File: config.mk
export PLATFORM = sky130hd
export DESIGN_NAME = line_buffer_ctrl_flat
export DESIGN_NICKNAME = d
export VERILOG_FILES = /design/src/rtl/line_buffer_ctrl_if.sv /design/src/rtl/line_buffer_ctrl.sv /design/src/flat_wrapper.sv
export SDC_FILE = /design/constraint.sdc
export NUM_CORES = 1
export LEC_CHECK = 0
export ABC_AREA = 1
export CORE_ASPECT_RATIO = 0.75
export CORE_MARGIN = 3
export CORE_UTILIZATION = 50
export CTS_CLUSTER_SIZE = 40
export DETAILED_ROUTE_END_ITERATION = 7
export GPL_TIMING_DRIVEN = 0
export PLACE_DENSITY = 0.75
export RECOVER_POWER = 25
export SLEW_MARGIN = 10
export SYNTH_ARGS = -nofsm -noshare
export SYNTH_HDL_FRONTEND = slang
export SYNTH_SLANG_ARGS = --single-unit
File: constraint.sdc
create_clock -name I_PCLK -period 1.9 [get_ports I_PCLK]
set_clock_uncertainty 0.1 [all_clocks]
set_input_delay 0.19 -clock I_PCLK [delete_from_list [all_inputs] [get_ports I_PCLK]]
set_output_delay 0.19 -clock I_PCLK [all_outputs]
set_load 0.005 [all_outputs]
File: src/rtl/line_buffer_ctrl_if.sv
// Line-buffer controller bus: video timing in, buffer control out.
// master drives sync/enable, slave is the controller.
interface line_buffer_ctrl_if #(
  parameter int ADDR_W = 10
);
  logic              I_VSYNC;
  logic              I_DE;
  logic              O_WR_EN;
  logic [1:0]        O_WR_SEL;
  logic [ADDR_W-1:0] O_ADDR;
  logic [1:0]        O_TOP_SEL;
  logic [1:0]        O_MID_SEL;
  logic              O_WIN_VALID;
  logic              O_FRAME_START;
  logic              O_LINE_END;
  logic              O_ERR_OVF;

  modport master (
    output I_VSYNC, I_DE,
    input  O_WR_EN, O_WR_SEL, O_ADDR,
    input  O_TOP_SEL, O_MID_SEL, O_WIN_VALID,
    input  O_FRAME_START, O_LINE_END, O_ERR_OVF
  );

  modport slave (
    input  I_VSYNC, I_DE,
    output O_WR_EN, O_WR_SEL, O_ADDR,
    output O_TOP_SEL, O_MID_SEL, O_WIN_VALID,
    output O_FRAME_START, O_LINE_END, O_ERR_OVF
  );
endinterface

File: src/rtl/line_buffer_ctrl.sv
// Three-line buffer write/rotation controller for a 3x3 window.
// LBC_OVF_DETECT_EN: flag and drop pixels past IMG_WIDTH (else wrap).
module line_buffer_ctrl #(
  parameter int IMG_WIDTH  = 640,
  parameter int IMG_HEIGHT = 480,
  parameter int ADDR_W     = 10
) (
  input  logic              I_PCLK,
  input  logic              I_RST,
  line_buffer_ctrl_if.slave bus
);
  localparam int CW = ADDR_W + 1;
  localparam int RW = $clog2(IMG_HEIGHT + 1);
  localparam logic [CW-1:0] COL_MAX = CW'(IMG_WIDTH);
  localparam logic [RW-1:0] ROW_MAX = RW'(IMG_HEIGHT);

  typedef enum logic [1:0] {IDLE, FILL, RUN} state_t;

  state_t            state, state_n;
  logic              vs_q, de_q;
  logic [CW-1:0]     col, col_n, wcol;
  logic [RW-1:0]     row, row_n;
  logic [1:0]        wr_sel, wr_sel_n;
  logic [1:0]        top_q, top_n;
  logic [1:0]        mid_q, mid_n;
  logic [ADDR_W-1:0] addr_q, addr_n;
  logic              wr_en_q, wr_en_n;
  logic              win_q, win_n;
  logic              fs_q, fs_n;
  logic              le_q, le_n;
  logic              ovf_q, ovf_n;
  logic              frame_start, line_end, active;

  assign frame_start = bus.I_VSYNC & ~vs_q;
  assign line_end    = ~bus.I_DE & de_q;
  assign active      = (state != IDLE);

  // FSM state register
  always_ff @(posedge I_PCLK or posedge I_RST) begin
    if (I_RST) state <= IDLE;
    else       state <= state_n;
  end

  // next state, counters and output values
  always_comb begin
    state_n  = state;
    col_n    = col;
    row_n    = row;
    wr_sel_n = wr_sel;
    addr_n   = addr_q;
    wr_en_n  = 1'b0;
    win_n    = 1'b0;
    fs_n     = 1'b0;
    le_n     = 1'b0;
    ovf_n    = ovf_q;
    wcol     = col;
    if (frame_start) begin
      state_n  = FILL;
      col_n    = '0;
      row_n    = '0;
      wr_sel_n = 2'd0;
      ovf_n    = 1'b0;
      fs_n     = 1'b1;
      wcol     = '0;
    end else if (active && line_end) begin
      le_n     = 1'b1;
      col_n    = '0;
      wr_sel_n = (wr_sel == 2'd2) ? 2'd0 : wr_sel + 2'd1;
      if (row != ROW_MAX) row_n = row + RW'(1);
      if (state == FILL && row_n == RW'(2)) state_n = RUN;
    end
    if ((frame_start || active) && bus.I_DE) begin
`ifdef LBC_OVF_DETECT_EN
      if (wcol == COL_MAX) begin
        ovf_n = 1'b1;
      end else begin
        wr_en_n = 1'b1;
        addr_n  = wcol[ADDR_W-1:0];
        col_n   = wcol + CW'(1);
        win_n   = (state == RUN) && !frame_start
                  && (wcol >= CW'(2));
      end
`else
      wr_en_n = 1'b1;
      addr_n  = wcol[ADDR_W-1:0];
      col_n   = (wcol >= COL_MAX - CW'(1)) ? '0 : wcol + CW'(1);
      win_n   = (state == RUN) && !frame_start
                && (wcol >= CW'(2));
`endif
    end
`ifndef LBC_OVF_DETECT_EN
    ovf_n = 1'b0;
`endif
    unique case (wr_sel_n)
      2'd0: begin top_n = 2'd1; mid_n = 2'd2; end
      2'd1: begin top_n = 2'd2; mid_n = 2'd0; end
      default: begin top_n = 2'd0; mid_n = 2'd1; end
    endcase
  end

  // edge-detect registers, counters and registered outputs
  always_ff @(posedge I_PCLK or posedge I_RST) begin
    if (I_RST) begin
      vs_q    <= 1'b0;
      de_q    <= 1'b0;
      col     <= '0;
      row     <= '0;
      wr_sel  <= 2'd0;
      top_q   <= 2'd1;
      mid_q   <= 2'd2;
      addr_q  <= '0;
      wr_en_q <= 1'b0;
      win_q   <= 1'b0;
      fs_q    <= 1'b0;
      le_q    <= 1'b0;
      ovf_q   <= 1'b0;
    end else begin
      vs_q    <= bus.I_VSYNC;
      de_q    <= bus.I_DE;
      col     <= col_n;
      row     <= row_n;
      wr_sel  <= wr_sel_n;
      top_q   <= top_n;
      mid_q   <= mid_n;
      addr_q  <= addr_n;
      wr_en_q <= wr_en_n;
      win_q   <= win_n;
      fs_q    <= fs_n;
      le_q    <= le_n;
      ovf_q   <= ovf_n;
    end
  end

  assign bus.O_WR_EN       = wr_en_q;
  assign bus.O_WR_SEL      = wr_sel;
  assign bus.O_ADDR        = addr_q;
  assign bus.O_TOP_SEL     = top_q;
  assign bus.O_MID_SEL     = mid_q;
  assign bus.O_WIN_VALID   = win_q;
  assign bus.O_FRAME_START = fs_q;
  assign bus.O_LINE_END    = le_q;
  assign bus.O_ERR_OVF     = ovf_q;
endmodule

File: src/flat_wrapper.sv
// flat-port wrapper written by rule: the top's interface ports become plain ports
module line_buffer_ctrl_flat 
#(
  parameter int IMG_WIDTH  = 640,
  parameter int IMG_HEIGHT = 480,
  parameter int ADDR_W     = 10
)
  (I_PCLK, I_RST, bus_I_VSYNC, bus_I_DE, bus_O_WR_EN, bus_O_WR_SEL, bus_O_ADDR, bus_O_TOP_SEL, bus_O_MID_SEL, bus_O_WIN_VALID, bus_O_FRAME_START, bus_O_LINE_END, bus_O_ERR_OVF);
  line_buffer_ctrl_if #(.ADDR_W(ADDR_W)) bus_i ();
  input  logic I_PCLK;
  input  logic I_RST;
  input wire logic [$bits(bus_i.I_VSYNC)-1:0] bus_I_VSYNC;
  input wire logic [$bits(bus_i.I_DE)-1:0] bus_I_DE;
  output wire logic [$bits(bus_i.O_WR_EN)-1:0] bus_O_WR_EN;
  output wire logic [$bits(bus_i.O_WR_SEL)-1:0] bus_O_WR_SEL;
  output wire logic [$bits(bus_i.O_ADDR)-1:0] bus_O_ADDR;
  output wire logic [$bits(bus_i.O_TOP_SEL)-1:0] bus_O_TOP_SEL;
  output wire logic [$bits(bus_i.O_MID_SEL)-1:0] bus_O_MID_SEL;
  output wire logic [$bits(bus_i.O_WIN_VALID)-1:0] bus_O_WIN_VALID;
  output wire logic [$bits(bus_i.O_FRAME_START)-1:0] bus_O_FRAME_START;
  output wire logic [$bits(bus_i.O_LINE_END)-1:0] bus_O_LINE_END;
  output wire logic [$bits(bus_i.O_ERR_OVF)-1:0] bus_O_ERR_OVF;
  assign bus_i.I_VSYNC = bus_I_VSYNC;
  assign bus_i.I_DE = bus_I_DE;
  assign bus_O_WR_EN = bus_i.O_WR_EN;
  assign bus_O_WR_SEL = bus_i.O_WR_SEL;
  assign bus_O_ADDR = bus_i.O_ADDR;
  assign bus_O_TOP_SEL = bus_i.O_TOP_SEL;
  assign bus_O_MID_SEL = bus_i.O_MID_SEL;
  assign bus_O_WIN_VALID = bus_i.O_WIN_VALID;
  assign bus_O_FRAME_START = bus_i.O_FRAME_START;
  assign bus_O_LINE_END = bus_i.O_LINE_END;
  assign bus_O_ERR_OVF = bus_i.O_ERR_OVF;
  line_buffer_ctrl #(.IMG_WIDTH(IMG_WIDTH), .IMG_HEIGHT(IMG_HEIGHT), .ADDR_W(ADDR_W)) u_core (.I_PCLK(I_PCLK), .I_RST(I_RST), .bus(bus_i));
endmodule
==> results.txt <==
----------------------------------------------------
[CTS]
  Clock-pin slew reported for the worst setup and hold paths after clock tree synthesis ... 0.07 ns
  Clock tree from TritonCTS ... yes
  TritonCTS sink count ... 43
  Library cell used as clock root buffer ... sky130_fd_sc_hd__clkbuf_8
  Clock buffers created by TritonCTS ... 5
  Worst-skew pair later-pin latency ... 0.31 ns
  H-Tree Level Count ... 2
  Post-CTS Hold Buffers ... 0
  Largest buffer count on any clock path ... 2

[Drt]
  First drt pass iteration count ... 4
  DRC errors left ... 0
  Average routed wire per standard cell ... 13.5 µm
  Routed vias ... 1,939
  Aggregate routed wire length ... 5080 µm
  Iter 0 DRT Violations ... 194
  Vias per inst ... 5.14
  Detail Route Antenna Nets ... 0

[Yosys]
  Post-synth top cells ... sky130_fd_sc_hd__nand2_1, sky130_fd_sc_hd__dfrtp_1, sky130_fd_sc_hd__inv_1
  Total nets after synthesis ... 290
  Sequential fraction of the synthesis area ... 47.8%
  Share of synthesized registers carrying an async set or reset ... 100%
  Mapped Area ... 2250 µm²
  Fraction of post-synthesis cell area in the top cell type by area ... 46.7%
  Synthesized area per cell ... 8.01 µm²
  Number of distinct library cells after synthesis ... 36
  Main flop type after synthesis ... sky130_fd_sc_hd__dfrtp_1
  Cell types with the largest area share after synthesis ... sky130_fd_sc_hd__dfrtp_1, sky130_fd_sc_hd__nand2_1, sky130_fd_sc_hd__inv_1, sky130_fd_sc_hd__nand3_1, sky130_fd_sc_hd__o21ai_0
  Post-synthesis sequential element count ... 43
  Number of enable flip-flop cells after synthesis ... 0
  Most numerous cell in the Yosys netlist ... sky130_fd_sc_hd__nand2_1
  Synthesized netlist cell count ... 281
  Library cell with the largest summed area after synthesis ... sky130_fd_sc_hd__dfrtp_1
  Syn. warnings ... 0

[Power]
  Peak supply drop ... 0.000626 V
  Power density relative to cell area ... 807 nW/µm²
  Overall power ... roughly 2.3 mW
  Leakage power summed over all cells ... 1.41 nW

[Cells and area]
  Fill count ... 325
  Layout cell share with drive strength beyond 1 ... 14.9%
  Post-route cell area ... approximately 2800 µm²
  Number of diodes added for antenna fixing ... 0
  Area Growth Syn to Fin ... 24.3%
  Net total in the final layout ... 330

[Setup path]
  Bufs and invs on worst path ... 4
  Ordered cell list for the critical path ... inv_2 -> nand2_4 -> buf_8 -> buf_8 -> nand2_2 -> inv_2 -> ha_4 -> nand3_4 -> nor2_4 -> nand3_2 -> nand3_4 -> nor2_4 -> nand2_1 -> nand2_1
  Start-to-end type of the worst setup path ... reg2reg
  Crit path capture type ... flip-flop
  Crit path arrival time ... roughly 2.0 ns
  Data required time at the worst endpoint ... a little over 2 ns
  Worst Path Max Fanout ... 6
  Largest delay contributor family on the critical path ... simple AND/OR/NAND/NOR gates
  Setup crit start kind ... flip-flop
  Flop2flop setup slack ... 0.07 ns
  Slowest CP cell ... sky130_fd_sc_hd__dfrtp_1
  Maximum single-stage delay on the critical path ... ~0.38 ns

[Global routing]
  Largest net degree at the start of global routing ... 26
  Number of global-route vias before repair ... approximately 1,800
  First-pass GRT wire length ... 8690 µm
  Total global-route track usage ... roughly 21%
  Overflow left after global routing ... 0
  Antenna violations before repair ... 0

[Floorplan]
  Core region area ... 4180 µm²
  Starting density of the core ... 53.9%
  Number of ports placed on the die boundary ... 25
  Die Footprint ... approximately 5400 µm²
  Die X-Extent ... 83.5 µm
  Vertical die dimension ... 64.1 µm
  Number of placement rows ... 20

[Placement]
  Placer congestion estimate ... 0.833
  Quantity of I/O buffers inserted on ports ... 23
  Area after detailed placement ... 2570 µm²
  HPWL after detailed placement ... 3530 µm

[STA]
  Post-layout minimum cycle time ... 1.83 ns
  Max-slew headroom at the worst pin ... 49.6%
  Max-slew violation count ... 0
  Final count of negative-setup-slack endpoints ... 0
  Worst-margin pin slew ... approximately 0.76 ns
  Portion of the clock cycle consumed by the worst path in the final layout ... 96.1%
  Smallest hold slack ... roughly 0.13 ns
  Final hold violations ... 0
  Fmax achieved ... ~550 MHz

[Run status]
  Status ... complete, no violations

[Job]
  Number of max-cap violations ... 0

[Min path]
  Worst min path class ... in2reg

----------------------------------------------------
## cells by family after synthesis
family          synth area share (%)
other cells                    0.167
simple gates                    29.3
flops                           47.8
fa+ha+maj                       2.78
compound gates                  7.00
buf+inv                         9.39
xor+xnor                        3.50
## state kept, by name, summed over array words and instances (netlist names)
signal and cells:
u_core.col 11, u_core.bus.O_ADDR 10, u_core.row 9, u_core.bus.O_TOP_SEL 2, u_core.bus.O_WR_SEL 2, u_core.state 2, u_core.bus.O_FRAME_START 1, u_core.bus.O_LINE_END 1
u_core.bus.O_MID_SEL 1, u_core.bus.O_WIN_VALID 1, u_core.bus.O_WR_EN 1, u_core.de_q 1, u_core.vs_q 1
## layout make-up
cell class                      count  area [µm²]  share of cell area [%]
Clock buffer                        6        72.6                    2.59
Inverter                           43         161                    5.77
Buffer                              6        53.8                    1.92
Tap cell                           55        68.8                    2.46
Timing Repair Buffer               32         313                    11.2
Multi-Input combinational cell    190        1040                    37.1
Sequential cell                    43        1080                    38.5
Clock inverter                      2        12.5                   0.447
## through the flow
stage / setup TNS (ns) / instances / worst slack, ns / utilization [%]
6_report: 0 / 377 / 0.0743 / 67.0
4_1_cts: 0 / 371 / 0.0228 / 65.2
2_1_floorplan: 0 / 281 / 0.0482 / -
5_1_grt: -0.0165 / 377 / -0.00558 / 67.0
3_3_place_gp: -17.40 / 359 / -0.516 / 61.0
3_5_place_dp: -5.61 / 360 / -0.547 / 61.5
## path summary, 6_finish.rpt
kind	to	cells past startpoint	from
setup / recovery	u_core.col[9]$_DFFE_PP0P_	14	u_core.vs_q$_DFF_PP0_
hold / removal	u_core.vs_q$_DFF_PP0_	1	bus_I_VSYNC
setup reg to reg	u_core.col[9]$_DFFE_PP0P_	14	u_core.vs_q$_DFF_PP0_
hold reg to reg	u_core.bus.O_ADDR[9]$_DFFE_PP0P_	2	u_core.bus.O_ADDR[9]$_DFFE_PP0P_
max in group asynchronous	u_core.bus.O_TOP_SEL[0]$_DFF_PP1_	3	I_RST
min in group asynchronous	u_core.bus.O_ADDR[4]$_DFFE_PP0P_	2	I_RST
## worst register-to-register path: cells and delay by family, from the launching register on
family / cells / cell delay [ns]
adder cells (fa/ha/maj): 1 / 0.17
buffers and inverters: 4 / 0.38
flip-flops: 1 / 0.38
AND/OR/NAND/NOR: 9 / 0.73
## report_power, final
part,switching [mW],total [mW],leakage (nW),internal (mW)
Combinational,0.315,0.583,0.800,0.268
Sequential,0.0717,1.09,0.573,1.02
Clock,0.328,0.585,0.0412,0.257
## timing repair
item | CTS | global route
gates resized for setup | 12 | 6
setup buffers | 2 | 6
gates cloned | 1 | 0
endpoints found under the setup margin | 10 | 11
pin swaps | 3 | 5
## per-layer routing
layer | track usage, % | up-vias | wire, µm
met4 | 4.82 | 0 | 50
met2 | 28.8 | 66 | 2090
met3 | 6.57 | 6 | 384
met1 | 31.1 | 904 | 2560
li1 | - | 963 | -
met5 | 0 | - | 0
## cell usage in the layout, fill, tap and decap left out, types with 4 or more instances in the layout
| master | count |
|---|---|
| sky130_fd_sc_hd__nand2_1 | 75 |
| sky130_fd_sc_hd__dfrtp_1 | 42 |
| sky130_fd_sc_hd__inv_1 | 38 |
| sky130_fd_sc_hd__nor2_1 | 22 |
| sky130_fd_sc_hd__nand3_1 | 22 |
| sky130_fd_sc_hd__clkdlybuf4s50_1 | 20 |
| sky130_fd_sc_hd__o21ai_0 | 19 |
| sky130_fd_sc_hd__buf_4 | 9 |
| sky130_fd_sc_hd__xor2_1 | 7 |
| sky130_fd_sc_hd__nand4_1 | 6 |
| sky130_fd_sc_hd__clkbuf_8 | 5 |
| sky130_fd_sc_hd__inv_2 | 4 |
| sky130_fd_sc_hd__nand2_2 | 4 |
| sky130_fd_sc_hd__nor2_4 | 4 |
| sky130_fd_sc_hd__ha_1 | 4 |
Note: power is estimated with default switching activity, not from simulation.
